===== src/rtl/delay_line_if.sv =====
// Bundles the configuration, status and sample-stream signals of the delay line.
interface delay_line_if #(
    parameter int DW = 16,
    parameter int LW = 7
);
    logic [LW-1:0]        cfg_len;
    logic                 cfg_load;
    logic                 cfg_err;
    logic [LW-1:0]        cur_len;
    logic                 primed;
    logic signed [DW-1:0] d_in;
    logic                 d_in_val;
    logic signed [DW-1:0] d_out;
    logic                 d_out_val;

    modport master (
        output cfg_len, cfg_load, d_in, d_in_val,
        input  cfg_err, cur_len, primed, d_out, d_out_val
    );

    modport slave (
        input  cfg_len, cfg_load, d_in, d_in_val,
        output cfg_err, cur_len, primed, d_out, d_out_val
    );
endinterface


===== src/rtl/delay_line_ctrl.sv =====
// Runtime-programmable sample delay: circular buffer with a FILL/RUN sequencer that
// withholds output until a full window of the current length has been written.
module delay_line_ctrl #(
    parameter int MAX_LEN = 64,
    parameter int DW      = 16,
    parameter int DEF_LEN = 8
) (
    input  logic          clk,
    input  logic          rst,
    delay_line_if.slave   bus
);
    localparam int LW = $clog2(MAX_LEN + 1);
    localparam int PW = (MAX_LEN > 1) ? $clog2(MAX_LEN) : 1;
    localparam logic [LW:0]   MAX_LEN_X = (LW + 1)'(MAX_LEN);
    localparam logic [LW-1:0] MAX_LEN_L = LW'(MAX_LEN);
    localparam logic [LW-1:0] DEF_LEN_L = LW'(DEF_LEN);
    localparam logic [PW-1:0] PTR_LAST  = PW'(MAX_LEN - 1);

    typedef enum logic {FILL, RUN} state_t;

    state_t        state_q, state_d;
    logic [LW-1:0] cur_len_q, cur_len_d;
    logic [LW-1:0] fill_cnt_q, fill_cnt_d;
    logic [PW-1:0] wr_ptr_q, wr_ptr_d;
    logic [DW-1:0] d_out_q, d_out_d;
    logic          d_out_val_q, d_out_val_d;
    logic          cfg_err_q, cfg_err_d;

    logic [DW-1:0] mem [MAX_LEN];
    logic [PW-1:0] rd_ptr;
    logic [LW:0]   wr_ext;
    logic [LW:0]   len_ext;
    logic          cfg_ok;
    logic [LW-1:0] fill_inc;

    // Read pointer trails the write pointer by cur_len, folded back into range without a mask.
    always_comb begin
        wr_ext  = (LW + 1)'(wr_ptr_q);
        len_ext = {1'b0, cur_len_q};
        if (wr_ext >= len_ext) begin
            rd_ptr = PW'(wr_ext - len_ext);
        end else begin
            rd_ptr = PW'(wr_ext + MAX_LEN_X - len_ext);
        end
    end

    always_comb begin
        cfg_ok   = bus.cfg_load && (bus.cfg_len != '0) && (bus.cfg_len <= MAX_LEN_L);
        fill_inc = fill_cnt_q + LW'(1);

        state_d     = state_q;
        cur_len_d   = cur_len_q;
        fill_cnt_d  = fill_cnt_q;
        wr_ptr_d    = wr_ptr_q;
        d_out_d     = d_out_q;
        d_out_val_d = 1'b0;
        cfg_err_d   = 1'b0;

        if (bus.d_in_val) begin
            wr_ptr_d = (wr_ptr_q == PTR_LAST) ? '0 : wr_ptr_q + PW'(1);
        end

        // An accepted load restarts the fill; a coincident sample becomes sample 0 of it.
        if (cfg_ok) begin
            cur_len_d  = bus.cfg_len;
            state_d    = FILL;
            fill_cnt_d = bus.d_in_val ? LW'(1) : '0;
            if (bus.d_in_val && (bus.cfg_len == LW'(1))) begin
                state_d = RUN;
            end
        end else begin
            cfg_err_d = bus.cfg_load;
            case (state_q)
                FILL: begin
                    if (bus.d_in_val) begin
                        fill_cnt_d = fill_inc;
                        if (fill_inc == cur_len_q) begin
                            state_d = RUN;
                        end
                    end
                end
                RUN: begin
                    if (bus.d_in_val) begin
                        d_out_d     = mem[rd_ptr];
                        d_out_val_d = 1'b1;
                    end
                end
                default: state_d = FILL;
            endcase
        end
    end

    always_ff @(posedge clk) begin
        if (!rst) begin
            state_q     <= FILL;
            cur_len_q   <= DEF_LEN_L;
            fill_cnt_q  <= '0;
            wr_ptr_q    <= '0;
            d_out_q     <= '0;
            d_out_val_q <= 1'b0;
            cfg_err_q   <= 1'b0;
        end else begin
            state_q     <= state_d;
            cur_len_q   <= cur_len_d;
            fill_cnt_q  <= fill_cnt_d;
            wr_ptr_q    <= wr_ptr_d;
            d_out_q     <= d_out_d;
            d_out_val_q <= d_out_val_d;
            cfg_err_q   <= cfg_err_d;
        end
    end

    // Sample storage is left uninitialised; FILL keeps stale words off the output.
    always_ff @(posedge clk) begin
        if (rst && bus.d_in_val) begin
            mem[wr_ptr_q] <= bus.d_in;
        end
    end

    assign bus.cfg_err   = cfg_err_q;
    assign bus.cur_len   = cur_len_q;
    assign bus.primed    = (state_q == RUN);
    assign bus.d_out     = d_out_q;
    assign bus.d_out_val = d_out_val_q;
endmodule


===== src/flat_wrapper.sv =====
// flat-port wrapper written by rule: the top's interface ports become plain ports
module delay_line_ctrl_flat 
#(
    parameter int MAX_LEN = 64,
    parameter int DW      = 16,
    parameter int DEF_LEN = 8
)
  (clk, rst, bus_cfg_len, bus_cfg_load, bus_d_in, bus_d_in_val, bus_cfg_err, bus_cur_len, bus_primed, bus_d_out, bus_d_out_val);
  delay_line_if #(.DW(DW), .LW(7)) bus_i ();
  input  logic clk;
  input  logic rst;
  input wire logic [$bits(bus_i.cfg_len)-1:0] bus_cfg_len;
  input wire logic [$bits(bus_i.cfg_load)-1:0] bus_cfg_load;
  input wire logic [$bits(bus_i.d_in)-1:0] bus_d_in;
  input wire logic [$bits(bus_i.d_in_val)-1:0] bus_d_in_val;
  output wire logic [$bits(bus_i.cfg_err)-1:0] bus_cfg_err;
  output wire logic [$bits(bus_i.cur_len)-1:0] bus_cur_len;
  output wire logic [$bits(bus_i.primed)-1:0] bus_primed;
  output wire logic [$bits(bus_i.d_out)-1:0] bus_d_out;
  output wire logic [$bits(bus_i.d_out_val)-1:0] bus_d_out_val;
  assign bus_i.cfg_len = bus_cfg_len;
  assign bus_i.cfg_load = bus_cfg_load;
  assign bus_i.d_in = bus_d_in;
  assign bus_i.d_in_val = bus_d_in_val;
  assign bus_cfg_err = bus_i.cfg_err;
  assign bus_cur_len = bus_i.cur_len;
  assign bus_primed = bus_i.primed;
  assign bus_d_out = bus_i.d_out;
  assign bus_d_out_val = bus_i.d_out_val;
  delay_line_ctrl #(.MAX_LEN(MAX_LEN), .DW(DW), .DEF_LEN(DEF_LEN)) u_core (.clk(clk), .rst(rst), .bus(bus_i));
endmodule

===== config.mk =====
export PLATFORM = sky130hd
export DESIGN_NAME = delay_line_ctrl_flat
export DESIGN_NICKNAME = d
export VERILOG_FILES = /design/src/rtl/delay_line_if.sv /design/src/rtl/delay_line_ctrl.sv /design/src/flat_wrapper.sv
export SDC_FILE = /design/constraint.sdc
export NUM_CORES = 1
export LEC_CHECK = 0
export CORE_UTILIZATION = 55
export CTS_CLUSTER_SIZE = 8
export DETAILED_ROUTE_END_ITERATION = 8
export DONT_BUFFER_PORTS = 1
export PLACE_DENSITY = 0.71
export SYNTH_ARGS = -nofsm -noshare
export SYNTH_HDL_FRONTEND = slang
export SYNTH_SLANG_ARGS = --single-unit

===== constraint.sdc =====
create_clock -name clk -period 8.45 [get_ports clk]
set_clock_uncertainty 0.15 [all_clocks]
set_input_delay 1.69 -clock clk [delete_from_list [all_inputs] [get_ports clk]]
set_output_delay 1.69 -clock clk [all_outputs]
set_load 0.01 [all_outputs]

* Word level (Yosys, flattened, before mapping)
Memories as Yosys holds them, arrays and structs flattened. A register that Yosys moved wholly into a read port is not among the register bits. Cells that the tools add are included.
Word-level totals: output and inout bits 26, memories kept 1, memory bits (writable) 1024, input bits 27, logic and storage cells 46, register bits after elaboration 23
Memories:
- u_core.mem | depth 64, bits a word 16, rd ports 1, clocked after memory_dff 1, wr ports 1, line delay_line_ctrl.sv:29 | logic [DW-1:0] mem [MAX_LEN];
Cells by class: reduce and logical (&&, ||, !) cells 11, bitwise logic cells 3, equal/unequal tests 4, mux-type cells 14, order comparisons 2, $add $sub $neg 5
Operator list (number):
- $mux W7 | 3
- $add A6 B1 Y6 const B | 2
- $mux W6 | 2
- $sub A6 B6 Y6 | 2
- $mux W1 | 9
- $add A7 B1 Y7 const B | 1
- $eq A7 B1 Y1 const B | 1
- $eq A7 B7 Y1 | 1
- $ge A6 B7 Y1 | 1
- $le A7 B7 Y1 const B | 1
- $reduce_bool A7 Y1 | 1
- $eq A6 B6 Y1 const B | 1
- $logic_and A1 B1 Y1 | 4
- $not A1 Y1 | 3
- $reduce_and A3 Y1 | 1
- $reduce_or A3 Y1 | 1
- $ne A2 B2 Y1 const B | 1
- $reduce_and A2 Y1 | 1
- $reduce_bool A2 Y1 | 1
- $reduce_or A2 Y1 | 1
- $logic_not A1 Y1 | 1

* Longest topological paths before layout
Gate-level depths: netlist (run 1).
word-level depth 6, mapped depth 14, mapped depth without buffers 10

* Least setup slack after synthesis (run 1)
Ideal clock, no wire load.
path type in2reg, start input bus_d_in_val, end memory u_core.mem[48][0], enable pin, data arrival time 3730 ps, setup slack 4161 ps, required time 7891 ps, setup time 409 ps, cell stages on the path 5, buffers on the path 1, path through clkbuf_1 -> and2_1 -> nand3_1 -> or2_2 -> nor3_1
On the way: cells in the longest elaborated chain, start to end 3
RTL lines:
- start, declared | line flat_wrapper.sv:15 | input wire logic [$bits(bus_i.d_in_val)-1:0] bus_d_in_val;
- $logic_and A1 B1 Y1 | line delay_line_ctrl.sv:115 | if (rst && bus.d_in_val) begin
- $mux W1 | line delay_line_ctrl.sv:115
- $mux W1 (implied by the code) | line delay_line_ctrl.sv:116 | mem[wr_ptr_q] <= bus.d_in;
- end, declared | line delay_line_ctrl.sv:29
Every way passes these cells.

* Worst setup path after layout (run 1)
start register u_core.wr_ptr_q[0], end register u_core.d_out_q[2] (netlist: u_core.bus.d_out[2]) (read register of u_core.mem)
On the way: cells in the longest elaborated chain, start to end 3, elaborated cells between the ends (all ways) 5, classes of those cells 3 x add/sub; 1 x order compare; 1 x mux
RTL lines:
- start, declared | line delay_line_ctrl.sv:24 | logic [PW-1:0] wr_ptr_q, wr_ptr_d;
- start signal, assigned | line delay_line_ctrl.sv:106 | wr_ptr_q <= wr_ptr_d;
- $add A6 B1 Y6 | line delay_line_ctrl.sv:43 | rd_ptr = PW'(wr_ext + MAX_LEN_X - len_ext);
- $sub A6 B6 Y6 | line delay_line_ctrl.sv:43
- $mux W6 (*) | line delay_line_ctrl.sv:40 | if (wr_ext >= len_ext) begin
- end, declared | line delay_line_ctrl.sv:25 | logic [DW-1:0] d_out_q, d_out_d;
Mark *: on every way between the ends. The rest lies on a longest branch, timed or not. A chain may end at the register's enable or synchronous reset.

==> flow_summary.yaml, run 1 <==
place:
  dpl.hpwl_um: 55010
  finalWeightedCongestion: 0.8483
  postPlaceCellArea_mm2: 0.04302
  io_buffer_count: 0
routing:
  number_of_design_rule_violations_left_by_the_first_detailed_router_iteration: 2491
  drc: 0
  wl_um: 98660
  dr_total_vias: 20620
  detailed_routing_iterations_pass_1: 8
  vias_per_cell: 6.706
  average_detailed_routed_wire_length_per_instance_um: 32.08
  antenna_violating_nets_left: 0
outcome:
  run_status: "finished, final reports clean"
global_routing:
  global_route.overflow_total: 0
  track_usage_pct: 26.45
  grt_max_degree: 162
  grt_antenna_before_repair: 4
  grt_first_pass_wirelength_um: 144200
  grt_pass1_vias: 20800
clock_network:
  post_cts_resize_count: 0
  cts_root_buffer: "sky130_fd_sc_hd__clkbuf_16"
  clkTransAtPathRegs_ns: 0.05
  clk_latency_ns: 0.73
  cts-buffers-inserted: 150
  cts_hold_buffers: 0
  tritoncts: "yes"
  cts_setup_buffers: 0
  numClockSinks: 1063
  cts_buffer_depth: 3
  cts_htree_levels: 4
power_and_ir_drop:
  vdd_drop_max_v: 0.0001776
  p_leak_nw: 15.11
  power_per_cell_area_mw_per_mm2: 257.7
worst_setup_path:
  worst_r2r_endpoint: "u_core.bus.d_out[2]$_SDFFE_PN0P_"
  cp.required_ns: 8.90
  worst-path-max-fanout: 161
  timing.reg2reg.worst_path_depth: 10
  timing.critical_path.to_type: "flip-flop"
  start_kind: "flip-flop"
  regToRegStartpoint: "u_core.wr_ptr_q[0]$_SDFFE_PN0P_"
  regToRegSetupSlack_ns: 3.43
  arrival_ns: 5.48
  setup.worst_path.class: "flip-flop to flip-flop"
synth:
  yosys_warnings: 0
  synth-async-reset-ratio_pct: 0
  synthesis.area_per_instance_um2: 21.56
  area_of_the_mapped_netlist_mm2: 0.04165
  synth_enable_flop_cells: 1024
  synth_ff_type: "sky130_fd_sc_hd__edfxtp_1"
  postSynthNetCount: 1967
  syn-instance-count: 1932
  synth.distinct_cells: 53
  synth_sequential_area_ratio_pct: 75.71
  ys_ff_latch: 1063
die:
  ports: 53
  die_area_mm2: 0.07683
  core_area_mm2: 0.07470
  fp-row-count: 100
  dieHeight_um: 277.2
  chip_width_um: 277.2
  initial_utilization_pct: 55.75
sta:
  slew_violations: 0
  hold_viol: 0
  setup-violations-final: 0
  final_min_period_over_clock_period_pct: 59.44
  unrepaired_setup_endpoints_after_global_routing: "false"
  final.setup.tns_ns: 0
  max_slew.worst_pin.slew_ns: 1.264
  fmax_mhz: 199.1
  max-slew-margin-rel_pct: 15.74
  timing.final.crit_period_ns: 5.022
layout:
  fillerInstances: 4804
  area.growth.synth_to_final_pct: 13.24
  post-route-util_pct: 63.14
  post-route-cell-area_mm2: 0.04716
  post_route_cells_drive_above_1_share_pct: 26.98
  final_nets: 2089
hold_path:
  hold_start: "u_core.bus.cur_len[2]$_SDFFE_PN0P_"
  hold_path.class: "flip-flop to flip-flop"
  worstHoldEndpoint: "u_core.bus.cur_len[2]$_SDFFE_PN0P_"
  hold_path_depth: 2
run:
  timing.max_cap.violations: 0
per-stage QoR:
step | power (mW) | hold WS (ns) | worst slack, ns | std cells
after floorplan | 6.617 | 0.3495 | 4.161 | 1932
after global routing | 12.46 | 0.4458 | 3.105 | 3074
after global placement | 6.901 | 0.3778 | 3.523 | 2871
after detailed placement | 6.904 | 0.3915 | 3.467 | 2871
final | 12.15 | 0.4055 | 3.428 | 3075
after CTS | 12.21 | 0.4102 | 3.411 | 3074
how the worst max path moves through the flow:
stage	startpoint	to	slack [ns]	depth (start not counted)
2_1_floorplan	bus_d_in_val	u_core.mem[48][0]$_DFFE_PP_	4.16	5
3_3_place_gp	u_core.wr_ptr_q[0]$_SDFFE_PN0P_	u_core.bus.d_out[2]$_SDFFE_PN0P_	3.52	8
3_5_place_dp	u_core.wr_ptr_q[0]$_SDFFE_PN0P_	u_core.bus.d_out[2]$_SDFFE_PN0P_	3.47	8
4_1_cts	u_core.wr_ptr_q[0]$_SDFFE_PN0P_	u_core.bus.d_out[2]$_SDFFE_PN0P_	3.41	8
5_1_grt	u_core.wr_ptr_q[0]$_SDFFE_PN0P_	u_core.bus.d_out[2]$_SDFFE_PN0P_	3.10	8
6_report	u_core.wr_ptr_q[0]$_SDFFE_PN0P_	u_core.bus.d_out[2]$_SDFFE_PN0P_	3.43	10
layout make-up:
| class | count | area [µm²] | area share (%) |
|---|---|---|---|
| repair buffers | 74 | 593.1 | 1.258 |
| flip-flops and latches | 1063 | 31530 | 66.86 |
| well taps | 969 | 1212 | 2.571 |
| inverters | 46 | 172.7 | 0.3661 |
| clock inverters | 14 | 217.7 | 0.4616 |
| multi-input cells | 719 | 9512 | 20.17 |
| diodes | 1 | 2.502 | 0.005306 |
| clock buffers | 189 | 3921 | 8.315 |
kinds of logic after synthesis:
group                    synth area share (%)
flip-flops                              75.71
XOR/XNOR                               0.4146
adder cells (fa/ha/maj)                0.2584
AND/OR/NAND/NOR                         2.397
buffers and inverters                   1.667
multiplexers                            17.01
AO/OA/AOI/OAI                           2.542
critical path: stages, from the launching register on:
cell and delay, ns:
sky130_fd_sc_hd__dfxtp_1 0.46, sky130_fd_sc_hd__inv_1 0.22, sky130_fd_sc_hd__ha_4 0.16, sky130_fd_sc_hd__inv_1 0.06, sky130_fd_sc_hd__fa_4 1.00, sky130_fd_sc_hd__buf_12 0.55
sky130_fd_sc_hd__mux4_2 0.42, sky130_fd_sc_hd__mux2i_1 0.65, sky130_fd_sc_hd__mux2i_1 0.15, sky130_fd_sc_hd__mux2_2 0.30, sky130_fd_sc_hd__a221o_1 0.36
sequential cells by signal, indices dropped and copies added, names as in the netlist:
name and flops:
u_core.bus.primed 1, u_core.bus.cfg_err 1, u_core.wr_ptr_q 6, u_core.mem 1024
u_core.bus.d_out 16, u_core.fill_cnt_q 7, u_core.bus.cur_len 7, u_core.bus.d_out_val 1
cells in the mapped netlist, types with 2 or more instances:
cell type                     n  area [µm²]
sky130_fd_sc_hd__edfxtp_1  1024       30750
sky130_fd_sc_hd__mux4_2     288        6486
sky130_fd_sc_hd__o211ai_1    83       623.1
sky130_fd_sc_hd__nor2_1      82       307.8
sky130_fd_sc_hd__clkbuf_1    50       187.7
sky130_fd_sc_hd__inv_1       46       172.7
sky130_fd_sc_hd__nand2_1     46       172.7
sky130_fd_sc_hd__mux2i_1     44       440.4
sky130_fd_sc_hd__dfxtp_1     39       780.8
sky130_fd_sc_hd__buf_2       29       145.1
sky130_fd_sc_hd__nand4_1     17       106.4
sky130_fd_sc_hd__a21oi_1     14       70.07
sky130_fd_sc_hd__mux2_2      14       157.7
sky130_fd_sc_hd__buf_4       13       97.59
sky130_fd_sc_hd__nand3_1     11       55.05
sky130_fd_sc_hd__xor2_1      11       96.34
sky130_fd_sc_hd__a22oi_1      9       67.56
sky130_fd_sc_hd__nor3_1       8       40.04
sky130_fd_sc_hd__o21ai_0      8       40.04
sky130_fd_sc_hd__a221o_1      7       70.07
sky130_fd_sc_hd__ha_1         7       87.58
sky130_fd_sc_hd__a21o_1       6       45.04
sky130_fd_sc_hd__and2_2       6       45.04
sky130_fd_sc_hd__buf_6        6       67.56
sky130_fd_sc_hd__xnor2_1      6       52.55
sky130_fd_sc_hd__buf_1        5       18.77
sky130_fd_sc_hd__nor2b_1      5       31.28
sky130_fd_sc_hd__a31oi_1      4       25.02
sky130_fd_sc_hd__and2_1       4       25.02
sky130_fd_sc_hd__o21a_1       4       30.03
sky130_fd_sc_hd__or2_2        4       25.02
sky130_fd_sc_hd__and3_1       3       18.77
sky130_fd_sc_hd__o31ai_1      3       22.52
sky130_fd_sc_hd__nand2b_1     2       12.51
sky130_fd_sc_hd__nand3b_1     2       15.01
sky130_fd_sc_hd__nor4_1       2       12.51
sky130_fd_sc_hd__o21ai_1      2       10.01
sky130_fd_sc_hd__or3_1        2       12.51
sky130_fd_sc_hd__or4_4        2       22.52
where the power goes:
part           internal [mW]  switching [mW]  leakage (nW)
clock network           3.22            2.12          2.00
logic                  0.454           0.550          3.59
registers               5.80          0.0113          9.52
total                   9.47            2.68          15.1
routing by layer:
layer	global-route usage, %	wire length, µm	vias up
met5	0	0	-
met4	8.860	2743	0
met3	6.454	10080	187
met2	40.34	47050	1203
met1	37.95	38780	10920
li1	-	-	8308
layout by cell type, fill, tap and decap left out, types with 7 or more instances in the layout:
cell type,instances
sky130_fd_sc_hd__dfxtp_1,39
sky130_fd_sc_hd__nand2_1,46
sky130_fd_sc_hd__a22oi_1,9
sky130_fd_sc_hd__xor2_1,11
sky130_fd_sc_hd__nand4_1,17
sky130_fd_sc_hd__clkbuf_16,151
sky130_fd_sc_hd__o211ai_1,83
sky130_fd_sc_hd__o21ai_0,8
sky130_fd_sc_hd__buf_4,71
sky130_fd_sc_hd__mux2_2,14
sky130_fd_sc_hd__nor2_1,82
sky130_fd_sc_hd__edfxtp_1,1024
sky130_fd_sc_hd__a21oi_1,14
sky130_fd_sc_hd__clkbuf_1,38
sky130_fd_sc_hd__mux4_2,288
sky130_fd_sc_hd__nand3_1,11
sky130_fd_sc_hd__a221o_1,7
sky130_fd_sc_hd__mux2i_1,44
sky130_fd_sc_hd__inv_1,46
Power figures use the tool's default switching activity.
==> inputs of run 2 (changes only) <==
--- a/config.mk
+++ b/config.mk
@@ -9,7 +9,7 @@
 export CTS_CLUSTER_SIZE = 8
 export DETAILED_ROUTE_END_ITERATION = 8
 export DONT_BUFFER_PORTS = 1
-export PLACE_DENSITY = 0.71
+export PLACE_DENSITY = 0.74
 export SYNTH_ARGS = -nofsm -noshare
 export SYNTH_HDL_FRONTEND = slang
 export SYNTH_SLANG_ARGS = --single-unit
==> constraint.sdc (replaced) <==
create_clock -name clk -period 4.6 [get_ports clk]
set_clock_uncertainty 0.15 [all_clocks]
set_input_delay 0.92 -clock clk [delete_from_list [all_inputs] [get_ports clk]]
set_output_delay 0.92 -clock clk [all_outputs]
set_load 0.01 [all_outputs]
==> run 2 against run 1 <==
Fmax increased by 18%. Largest power group unchanged. Critical path type unchanged. Via count is 1.7% higher. Critical endpoint is now u_core.bus.d_out[10]$_SDFFE_PN0P_. Sequential power rose by 84%.
==> flow_summary.yaml, run 2 (synthesis results as in run 1) <==
outcome:
  run_status: "finished, final reports clean"
layout:
  largest_reg_flops: 1024
  largest_register: "u_core.mem"
  layout.cells.most_common: "sky130_fd_sc_hd__edfxtp_1"
  fillerInstances: 4692
  post_route_cells_drive_above_1_share_pct: 27.75
  area.growth.synth_to_final_pct: 14.14
  final_nets: 2117
  insertedDiodeCount: 0
  mostFrequentLayoutCells: "sky130_fd_sc_hd__edfxtp_1, sky130_fd_sc_hd__mux4_2, sky130_fd_sc_hd__clkbuf_16"
  post-route-cell-area_mm2: 0.04753
worst_setup_path:
  setup.worst_path.class: "flip-flop to flip-flop"
  cp_cell_sequence: "inv_1, ha_4, inv_1, fa_4, buf_12, buf_4, mux4_2, o211ai_1, o211ai_1, nand4_1, o211ai_1"
  arrival_ns: 4.72
  crit_path_frequent_cell: "sky130_fd_sc_hd__o211ai_1"
  worst_path_cell_with_the_longest_stage_delay: "sky130_fd_sc_hd__fa_4"
  cp.required_ns: 5.07
  start_kind: "flip-flop"
  cp.buffers_inverters: 4
  worst_path_dominant_cell_family: "adder cells"
  maximum_single_stage_delay_on_the_critical_path_ns: 0.93
  timing.critical_path.to_type: "flip-flop"
  worst-path-max-fanout: 46
place:
  postPlaceCellArea_mm2: 0.04330
  dp_slack_ns: 0.4630
  finalWeightedCongestion: 0.8196
  dpl.hpwl_um: 55680
  io_buffer_count: 0
clock_network:
  cts_hold_buffers: 0
  cts-buffers-inserted: 150
  cts_htree_levels: 4
  cts_setup_buffers: 0
  tritoncts: "yes"
  post_cts_resize_count: 0
  cts_root_buffer: "sky130_fd_sc_hd__clkbuf_16"
  cts_buffer_depth: 3
  clkTransAtPathRegs_ns: 0.05
  clk_latency_ns: 0.74
  numClockSinks: 1063
routing:
  average_detailed_routed_wire_length_per_instance_um: 32.34
  dr_total_vias: 20970
  vias_per_cell: 6.720
  drc: 0
  detailed_routing_iterations_pass_1: 5
  wl_um: 100900
  number_of_design_rule_violations_left_by_the_first_detailed_router_iteration: 2653
  antenna_violating_nets_left: 0
sta:
  final_min_period_over_clock_period_pct: 92.41
  hold_viol: 0
  setup-violations-final: 0
  max-slew-margin-rel_pct: 25.88
  max_slew.worst_pin.slew_ns: 1.108
  final.setup.tns_ns: 0
  timing.final.crit_period_ns: 4.251
  fmax_mhz: 235.2
  slew_violations: 0
  unrepaired_setup_endpoints_after_global_routing: "false"
  setup_ws_ns: 0.3491
global_routing:
  track_usage_pct: 26.97
  grt_pass1_vias: 21420
  grt_max_degree: 65
  grt_first_pass_wirelength_um: 147600
  grt_antenna_before_repair: 2
  global_route.overflow_total: 0
hold_path:
  hold_path.class: "input port to flip-flop"
die:
  chip_width_um: 277.2
  initial_utilization_pct: 55.75
  fp-row-count: 100
  dieHeight_um: 277.2
  die_area_mm2: 0.07683
  core_area_mm2: 0.07470
  ports: 53
power_and_ir_drop:
  vdd_drop_max_v: 0.0002741
  power_per_cell_area_mw_per_mm2: 474.0
  final_total_power_mw: 22.53
  p_leak_nw: 15.32
run:
  timing.max_cap.violations: 0
## run 2: path summary, 6_finish.rpt
| kind | cells past startpoint | slack (ns) | to | startpoint |
|---|---|---|---|---|
| worst max-delay path | 11 | 0.35 | u_core.bus.d_out[10]$_SDFFE_PN0P_ | u_core.wr_ptr_q[0]$_SDFFE_PN0P_ |
| worst min-delay path | 1 | 0.13 | u_core.bus.cur_len[3]$_SDFFE_PN1P_ | rst |
| worst max register to register | 11 | 0.35 | u_core.bus.d_out[10]$_SDFFE_PN0P_ | u_core.wr_ptr_q[0]$_SDFFE_PN0P_ |
| worst min register to register | 2 | 0.40 | u_core.bus.cur_len[2]$_SDFFE_PN0P_ | u_core.bus.cur_len[2]$_SDFFE_PN0P_ |
## run 2: area by class of cell
type / count / area [µm²] / area share, %
Tap cell: 969 / 1212 / 2.551
Clock buffer: 208 / 4014 / 8.444
Timing Repair Buffer: 102 / 888.4 / 1.869
Sequential cell: 1063 / 31530 / 66.33
Multi-Input combinational cell: 719 / 9504 / 19.99
Inverter: 46 / 172.7 / 0.3633
Clock inverter: 13 / 211.5 / 0.4449
## run 2: stage by stage
stage | hold WS (ns) | instances | util, %
final | 0.1330 | 3120 | 63.63
after global routing | 0.1112 | 3120 | 63.63
after CTS | 0.1041 | 3119 | 63.63
after detailed placement | 0.4019 | 2898 | 57.97
after global placement | 0.3814 | 2898 | 57.97
after floorplan | 0.3495 | 1932 | -
## run 2: report_power, final
| group | switching [mW] | internal (mW) |
|---|---|---|
| sequential | 0.0196 | 10.6 |
| combinational | 1.02 | 0.863 |
| clock | 3.97 | 6.02 |
## run 2: worst register-to-register path: stages, from the launching register on
cell and delay, ns:
sky130_fd_sc_hd__dfxtp_1 0.45, sky130_fd_sc_hd__inv_1 0.20, sky130_fd_sc_hd__ha_4 0.15, sky130_fd_sc_hd__inv_1 0.05
sky130_fd_sc_hd__fa_4 0.93, sky130_fd_sc_hd__buf_12 0.32, sky130_fd_sc_hd__buf_4 0.39, sky130_fd_sc_hd__mux4_2 0.26
sky130_fd_sc_hd__o211ai_1 0.09, sky130_fd_sc_hd__o211ai_1 0.28, sky130_fd_sc_hd__nand4_1 0.50, sky130_fd_sc_hd__o211ai_1 0.36
## run 2: routing by layer
| layer | wire length (µm) | up-vias | global-route usage [%] |
|---|---|---|---|
| li1 | - | 8376 | - |
| met1 | 37990 | 11140 | 37.53 |
| met2 | 49110 | 1266 | 42.34 |
| met4 | 3024 | 0 | 9.900 |
| met5 | 0 | - | 0 |
| met3 | 10800 | 183 | 6.100 |
